File: src/rtl/lsu_dccm_wr_arb.sv
// DCCM write-port arbiter: scalar LSU stores vs. multi-beat strided vector stores, with starvation bounds.
// Optional RV_DCCM_ARB_PERF_EN adds vs_stall_cnt (RUN cycles where vector data waits on the scalar).
module lsu_dccm_wr_arb #(
   parameter int DCCM_BITS  = 16,
   parameter int DATA_W     = 39,
   parameter int MAX_BEATS  = 8,
   parameter int STARVE_MAX = 4
) (
   input  logic                           clk,
   input  logic                           rst_l,
   input  logic                           freeze,
   input  logic                           sc_wr_valid,
   output logic                           sc_wr_ready,
   input  logic [DCCM_BITS-1:0]           sc_wr_addr,
   input  logic [DATA_W-1:0]              sc_wr_data,
   input  logic                           vs_req_valid,
   output logic                           vs_req_ready,
   input  logic [DCCM_BITS-1:0]           vs_base_addr,
   input  logic [DCCM_BITS-1:0]           vs_stride,
   input  logic [$clog2(MAX_BEATS):0]     vs_beats,
   input  logic                           vs_data_valid,
   output logic                           vs_data_ready,
   input  logic [DATA_W-1:0]              vs_data,
   output logic                           vs_done,
   output logic                           dccm_wren,
   output logic [DCCM_BITS-1:0]           dccm_wr_addr,
   output logic [DATA_W-1:0]              dccm_wr_data,
   output logic                           is_vector_store,
`ifdef RV_DCCM_ARB_PERF_EN
   output logic [15:0]                    vs_stall_cnt,
`endif
   output logic                           busy,
   output logic [1:0]                     dbg_state
);

   localparam int BW = $clog2(MAX_BEATS) + 1;
   localparam int SW = $clog2(STARVE_MAX + 1);

   // Handshake rule: a transfer happens only in a cycle where valid and ready are both high;
   // readys are combinational from state and valids, and all are forced low while freeze is high.
   typedef enum logic [1:0] {IDLE = 2'd0, RUN = 2'd1, DONE = 2'd2} state_t;

   state_t               state;
   logic [DCCM_BITS-1:0] acc_addr;
   logic [DCCM_BITS-1:0] stride;
   logic [BW-1:0]        beats;
   logic [BW-1:0]        idx;
   logic [SW-1:0]        starve_v;
   logic [SW-1:0]        starve_s;
   logic [BW-1:0]        beats_in;
   logic                 sv_sat;
   logic                 ss_sat;
   logic                 sc_acc;
   logic                 vd_acc;

   assign beats_in  = (vs_beats > BW'(MAX_BEATS)) ? BW'(MAX_BEATS) : vs_beats;
   assign sv_sat    = (starve_v == SW'(STARVE_MAX));
   assign ss_sat    = (starve_s == SW'(STARVE_MAX));
   assign sc_acc    = sc_wr_valid && sc_wr_ready;
   assign vd_acc    = vs_data_valid && vs_data_ready;
   assign busy      = (state != IDLE);
   assign dbg_state = state;

   always_comb begin
      vs_req_ready  = 1'b0;
      vs_data_ready = 1'b0;
      sc_wr_ready   = 1'b0;
      if (!freeze) begin
         case (state)
            IDLE: begin
               vs_req_ready = vs_req_valid && (!sc_wr_valid || sv_sat);
               sc_wr_ready  = sc_wr_valid && !vs_req_ready;
            end
            RUN: begin
               vs_data_ready = vs_data_valid && !(sc_wr_valid && ss_sat);
               sc_wr_ready   = sc_wr_valid && !vs_data_ready;
            end
            DONE:    sc_wr_ready = sc_wr_valid;
            default: sc_wr_ready = 1'b0;
         endcase
      end
   end

   always_ff @(posedge clk) begin
      if (!rst_l) begin
         state           <= IDLE;
         acc_addr        <= '0;
         stride          <= '0;
         beats           <= '0;
         idx             <= '0;
         starve_v        <= '0;
         starve_s        <= '0;
         vs_done         <= 1'b0;
         dccm_wren       <= 1'b0;
         dccm_wr_addr    <= '0;
         dccm_wr_data    <= '0;
         is_vector_store <= 1'b0;
      end else begin
         dccm_wren       <= sc_acc || vd_acc;
         is_vector_store <= vd_acc;
         vs_done         <= (state == DONE) && !freeze;
         if (vd_acc) begin
            dccm_wr_addr <= acc_addr;
            dccm_wr_data <= vs_data;
         end else if (sc_acc) begin
            dccm_wr_addr <= sc_wr_addr;
            dccm_wr_data <= sc_wr_data;
         end

         // Scalar wait is measured in vector beats it lost; any scalar grant ends the wait.
         if (sc_acc)
            starve_s <= '0;
         else if (vd_acc && sc_wr_valid && !ss_sat)
            starve_s <= starve_s + SW'(1);

         case (state)
            IDLE: begin
               if (vs_req_ready) begin
                  acc_addr <= vs_base_addr;
                  stride   <= vs_stride;
                  beats    <= beats_in;
                  idx      <= '0;
                  starve_v <= '0;
                  state    <= (beats_in == '0) ? DONE : RUN;
               end else if (!freeze && vs_req_valid && !sv_sat) begin
                  starve_v <= starve_v + SW'(1);
               end
            end
            RUN: begin
               if (vd_acc) begin
                  acc_addr <= acc_addr + stride;
                  idx      <= idx + BW'(1);
                  if (idx == beats - BW'(1))
                     state <= DONE;
               end
            end
            DONE: begin
               if (!freeze)
                  state <= IDLE;
            end
            default: state <= IDLE;
         endcase
      end
   end

`ifdef RV_DCCM_ARB_PERF_EN
   always_ff @(posedge clk) begin
      if (!rst_l || vs_req_ready)
         vs_stall_cnt <= '0;
      else if ((state == RUN) && vs_data_valid && !vs_data_ready && !freeze && (vs_stall_cnt != 16'hFFFF))
         vs_stall_cnt <= vs_stall_cnt + 16'd1;
   end
`endif

endmodule

File: config.mk
export PLATFORM = sky130hd
export DESIGN_NAME = lsu_dccm_wr_arb
export DESIGN_NICKNAME = d
export VERILOG_FILES = /design/src/rtl/lsu_dccm_wr_arb.sv
export SDC_FILE = /design/constraint.sdc
export NUM_CORES = 1
export LEC_CHECK = 0
export CAP_MARGIN = 20
export CORE_AREA = 2 2 114 116
export DETAILED_ROUTE_END_ITERATION = 7
export DIE_AREA = 0 0 116 118
export GPL_TIMING_DRIVEN = 0
export PLACE_DENSITY = 0.91
export SYNTH_ARGS = -nofsm -noshare
export SYNTH_HDL_FRONTEND = slang
export SYNTH_SLANG_ARGS = --single-unit
File: constraint.sdc
create_clock -name clk -period 2.8 [get_ports clk]
set_clock_uncertainty 0.2 [all_clocks]
set_input_delay 0.42 -clock clk [delete_from_list [all_inputs] [get_ports clk]]
set_output_delay 0.42 -clock clk [all_outputs]
set_load 0.005 [all_outputs]
Word-level counts from Yosys, hierarchy flattened. Cells that the tools add are included.

Flip-flop bits (word level): 106. Bits of input ports: 136. Output and inout bits: 64.

Add/subtract/negate cells: 5. Eq/ne operators: 9. Bitwise gates (word level): 1. Order comparisons: 1. Mux-type cells: 25. Reductions and logical operators: 32.

Operators by type and width (count): $mux W39 (2); $mux W16 (4); $pmux W16 S2 (1); $add A16 B16 Y16 (1); $logic_and A1 B1 Y1 (12); $mux W4 (3); $mux W2 (5); $ne A2 B2 Y1 const B (4); $pmux W4 S2 (1); $reduce_bool A2 Y1 (4); $logic_not A1 Y1 (7); $add A3 B1 Y3 const B (2); $eq A3 B3 Y1 const B (2); $mux W3 (2); $pmux W2 S3 (1); $mux W1 (5); $add A4 B1 Y4 const B (1); $eq A4 B4 Y1 (1); $gt A4 B4 Y1 const B (1); $logic_not A4 Y1 (1); $reduce_and A2 Y1 (2); $reduce_and A4 Y1 (1); $sub A4 B1 Y4 const B (1); $pmux W1 S3 (1); other kinds (7) (8).

Logic depth before layout (Yosys ltp).
Word-level depth: 11. Depth in mapped cells: 11. Gate-level depth less buffers: 10.

Worst setup path before layout. No wires, ideal clock.

Path kind: register -> register. Start: reg acc_addr[0]. End: reg acc_addr[12]. Clock period less this slack: 2.442 ns. Arrival: 2.147 ns. Cell stages (with the launch flop): 11. Path buffers: 0. Data required time: 2.505 ns. Slack: 0.358 ns. Cells stage by stage: dfxtp_1 -> ha_1 -> inv_1 -> fa_1 -> and2b_1 -> o21ai_1 -> a21oi_1 -> o211ai_1 -> nor2b_1 -> or3_1 -> o311ai_1.

Longest elaborated chain between the ends: 3.

Ends and longest elaborated chain: start, declared (RTL line 44) `logic [DCCM_BITS-1:0] acc_addr;`; start signal, assigned (RTL line 119) `acc_addr <= vs_base_addr;`; start signal, assigned (RTL line 131) `acc_addr <= acc_addr + stride;`; $add A16 B16 Y16 (RTL line 131); $mux W16 (RTL line 130) `if (vd_acc) begin`; $pmux W16 S2 (RTL line 116) `case (state)`.

No other way between the ends. The select of a mux whose other input is x is not followed. A chain may end at the register's enable or synchronous reset.

Worst setup path after layout.
Start: reg starve_v[0]. End: out vs_req_ready.

Longest elaborated chain between the ends: 5.

Ends and longest elaborated chain: start, declared (RTL line 48) `logic [SW-1:0] starve_v;`; start signal, assigned (RTL line 126) `starve_v <= starve_v + SW'(1);`; $eq A3 B3 Y1 (RTL line 57) `assign sv_sat = (starve_v == SW'(STARVE_MAX));`; $logic_or A1 B1 Y1 (RTL line 71) `vs_req_ready = vs_req_valid && (!sc_wr_valid || sv_sat);`; $logic_and A1 B1 Y1 (RTL line 71); $mux W1 (RTL line 69) `case (state)`; $mux W1 (RTL line 68) `if (!freeze) begin`; end, declared (RTL line 17) `output logic vs_req_ready,`.

No other way between the ends.

==> impl_metrics.ini <==
[floorplan]
fp.dieH_um = 118
die_w_um = 116
design.core.area_um2 = 12410
start_util = 0.4517
die-area_um2 = 13690
io_pins = 200
row_count = 41

[placement]
pre_cts_ws_ns = -0.2934
post-dp-hpwl_mm = 13.17
placed_cells = 998
dpl_cell_area_um2 = 7805
gp_congestion = 0.8517
io_buffers = 198

[routing]
wire_per_inst_um = 16.76
drt_wl_total_mm = 17.01
post-route-drc-count = 0
dr.first_iter.drc_count = 443
vias = 5381
vias_per_cell = 5.301
dr.pass1.iters = 4
ant_nets = 0

[layout]
final_cell_area_um2 = 8159
instances_no_fill = 1015
areaGrowthSynthToFinish_pct = 45.49
nets = 998
diodes = 0
drive_gt1_frac = 0.06406

[yosys]
synth-edff-count = 0
synth_top_area_share = 0.3784
syn_area_um2 = 5608
synthArstFlopShare = 0
synthTopCellsByArea = dfxtp_1 38%, o211a_1 11%, mux2i_1 10%
netlist-cell-type-count = 60
ys_seq_area_frac = 0.3784
synth-seq-cells = 106
synth_fp_nets = 786
syn_avg_cell_area_um2 = 8.930
synth-main-ff-cell = dfxtp_1
synthCells = 628
netlist.top_cell.by_area = dfxtp_1
yosysWarnings = 0

[timing]
relSlewSlack = 0.6315
rsz0062_at_grt = true
tns_ns = 0
tightestPinTransition_ns = 0.5527
setup_viol = 0
fmaxAchievable_mhz = 368.5
hold_viol_final = 0
finalCritPeriodShare = 0.9692
period_minus_slack_ns = 2.714
worst_slack_ns = 0.08630
drv_slew = 0

[clock_network]
cts_root_buffer = clkbuf_16
cts_tree = yes
cts-htree-levels = 3
ctsHoldBuffers = 0
cts_buffer_depth = 2
numCtsBuffers = 9
path_clk_slew_ns = 0.07
clk_latency_ns = 0.35
cts.sinks = 106

[setup_path]
cp_data_required_time_ns = 2.18
arrival_ns = 2.09
critPathCaptureType = output port
cp_cell_sequence = inv_1 -> ha_1 -> nand2_1 -> and2_4 -> or3_4 -> buf_6 -> inv_6 -> buf_6 -> dlygate4sd2_1
cp.buffers_inverters = 5
cp_common_cell = buf_6
rr_startpoint = stride[0]
slowest_stage = or3_4
crit_path_max_incr_delay_ns = 0.37
critical_path.startpoint = starve_v[0]
cp_max_fo = 10
crit_family = buffers and inverters
cp-start-kind = flip-flop
crit_type = reg2out

[worst_hold_path]
min_from = stride[12]
hold_class = reg2reg

[pwr]
power_density_nw_per_um2 = 471.2
leakagePower_nw = 4.116
ir_drop_uv = 274.0

[global_routing]
grt_pass1_wl_mm = 25.62
grt_use_total = 0.2395
overflow = 0
grt_max_degree = 17
first_global_vias = 5306
antenna_found_initial = 0

[run]
cap_viol_max_count = 0

[run_status]
outcome = complete, no violations
[worst paths after layout]
kind / end / slack, ns / cells past startpoint
min reg2reg: stride[12] / 0.26 / 2
max reg2reg: acc_addr[12] / 0.14 / 10
min: stride[12] / 0.26 / 2
max: vs_req_ready / 0.09 / 9
[sequential cells by signal, indices dropped and copies added (netlist names)]
register and count:
dccm_wren 1, beats 4, dccm_wr_addr 16, idx 4
dccm_wr_data 39, starve_s 3, starve_v 3, is_vector_store 1
stride 16, vs_done 1, acc_addr 16, dbg_state 2
[Yosys cell counts, drive strengths merged (10+ instances only)]
cell type and n:
nand2 120, dfxtp 106, o211a 59, mux2i 57
a21oi 28, nor2 22, o21ai 22, clkbuf 21
ha 21, inv 21, buf 20, a21boi 19
xor2 13, nand3 10
[per-stage QoR]
step | utilization | total power (W) | hold WS, ns
after global placement | 0.6287 | 0.002567 | 0.2469
after global routing | 0.6572 | 0.004003 | 0.2805
final | 0.6572 | 0.003845 | 0.2604
after CTS | 0.6547 | 0.003848 | 0.2624
after floorplan | - | 0.002125 | 0.2388
after detailed placement | 0.6287 | 0.002589 | 0.2529
[cell type report]
cell class | instances | area, um2
fill | 997 | 4255
multi-input combinational | 459 | 3207
sequential | 106 | 2126
timing repair buffer | 201 | 2001
clock buffer | 10 | 239.0
buffer | 41 | 226.5
tap | 172 | 215.2
inverter | 22 | 91.34
clock inverter | 4 | 53.80
[layout by cell type, fill, tap and decap left out, types with 10 or more instances in the layout]
master	n
clkdlybuf4s50_1	195
nand2_1	119
dfxtp_1	103
o211a_1	59
mux2i_1	57
a21oi_1	26
clkbuf_1	21
nor2_1	21
ha_1	20
inv_1	19
o21ai_0	19
xor2_1	13
nand3_1	10
buf_2	10
a21boi_1	10
[logic make-up after synthesis]
group	after synthesis	share of synthesized area
buffers and inverters	63	0.05288
and+or+nand+nor	192	0.1519
adders and majority gates	22	0.05042
xor gates and xnor gates	21	0.03280
AOI/OAI and AO/OA	167	0.2318
muxes	57	0.1017
DFF	106	0.3784
[routing by layer]
layer / GRT usage / routed length, um
met1: 0.2619 / 6617
met2: 0.4200 / 8262
met3: 0.05973 / 1301
met4: 0.1257 / 828
met5: 0 / 0
[what timing repair did]
action / CTS / global route
gates resized for setup: 10 / 8
pin swaps: 2 / 2
setup endpoints to repair: 3 / 3
gates cloned: 0 / 0
setup buffers: 2 / 1
[power breakdown]
group / switching (W) / internal, W / total [W]
Clock: 0.000562 / 0.000710 / 0.00127
Combinational: 0.000375 / 0.000517 / 0.000892
Sequential: 0.0000709 / 0.00161 / 0.00168
[tightest hold or removal path: cells and delay by family (launching register included)]
family | cells | cell delay [ns]
compound gates | 1 | 0.05
simple gates | 1 | 0.05
flops | 1 | 0.31
Power figures use the tool's default switching activity.
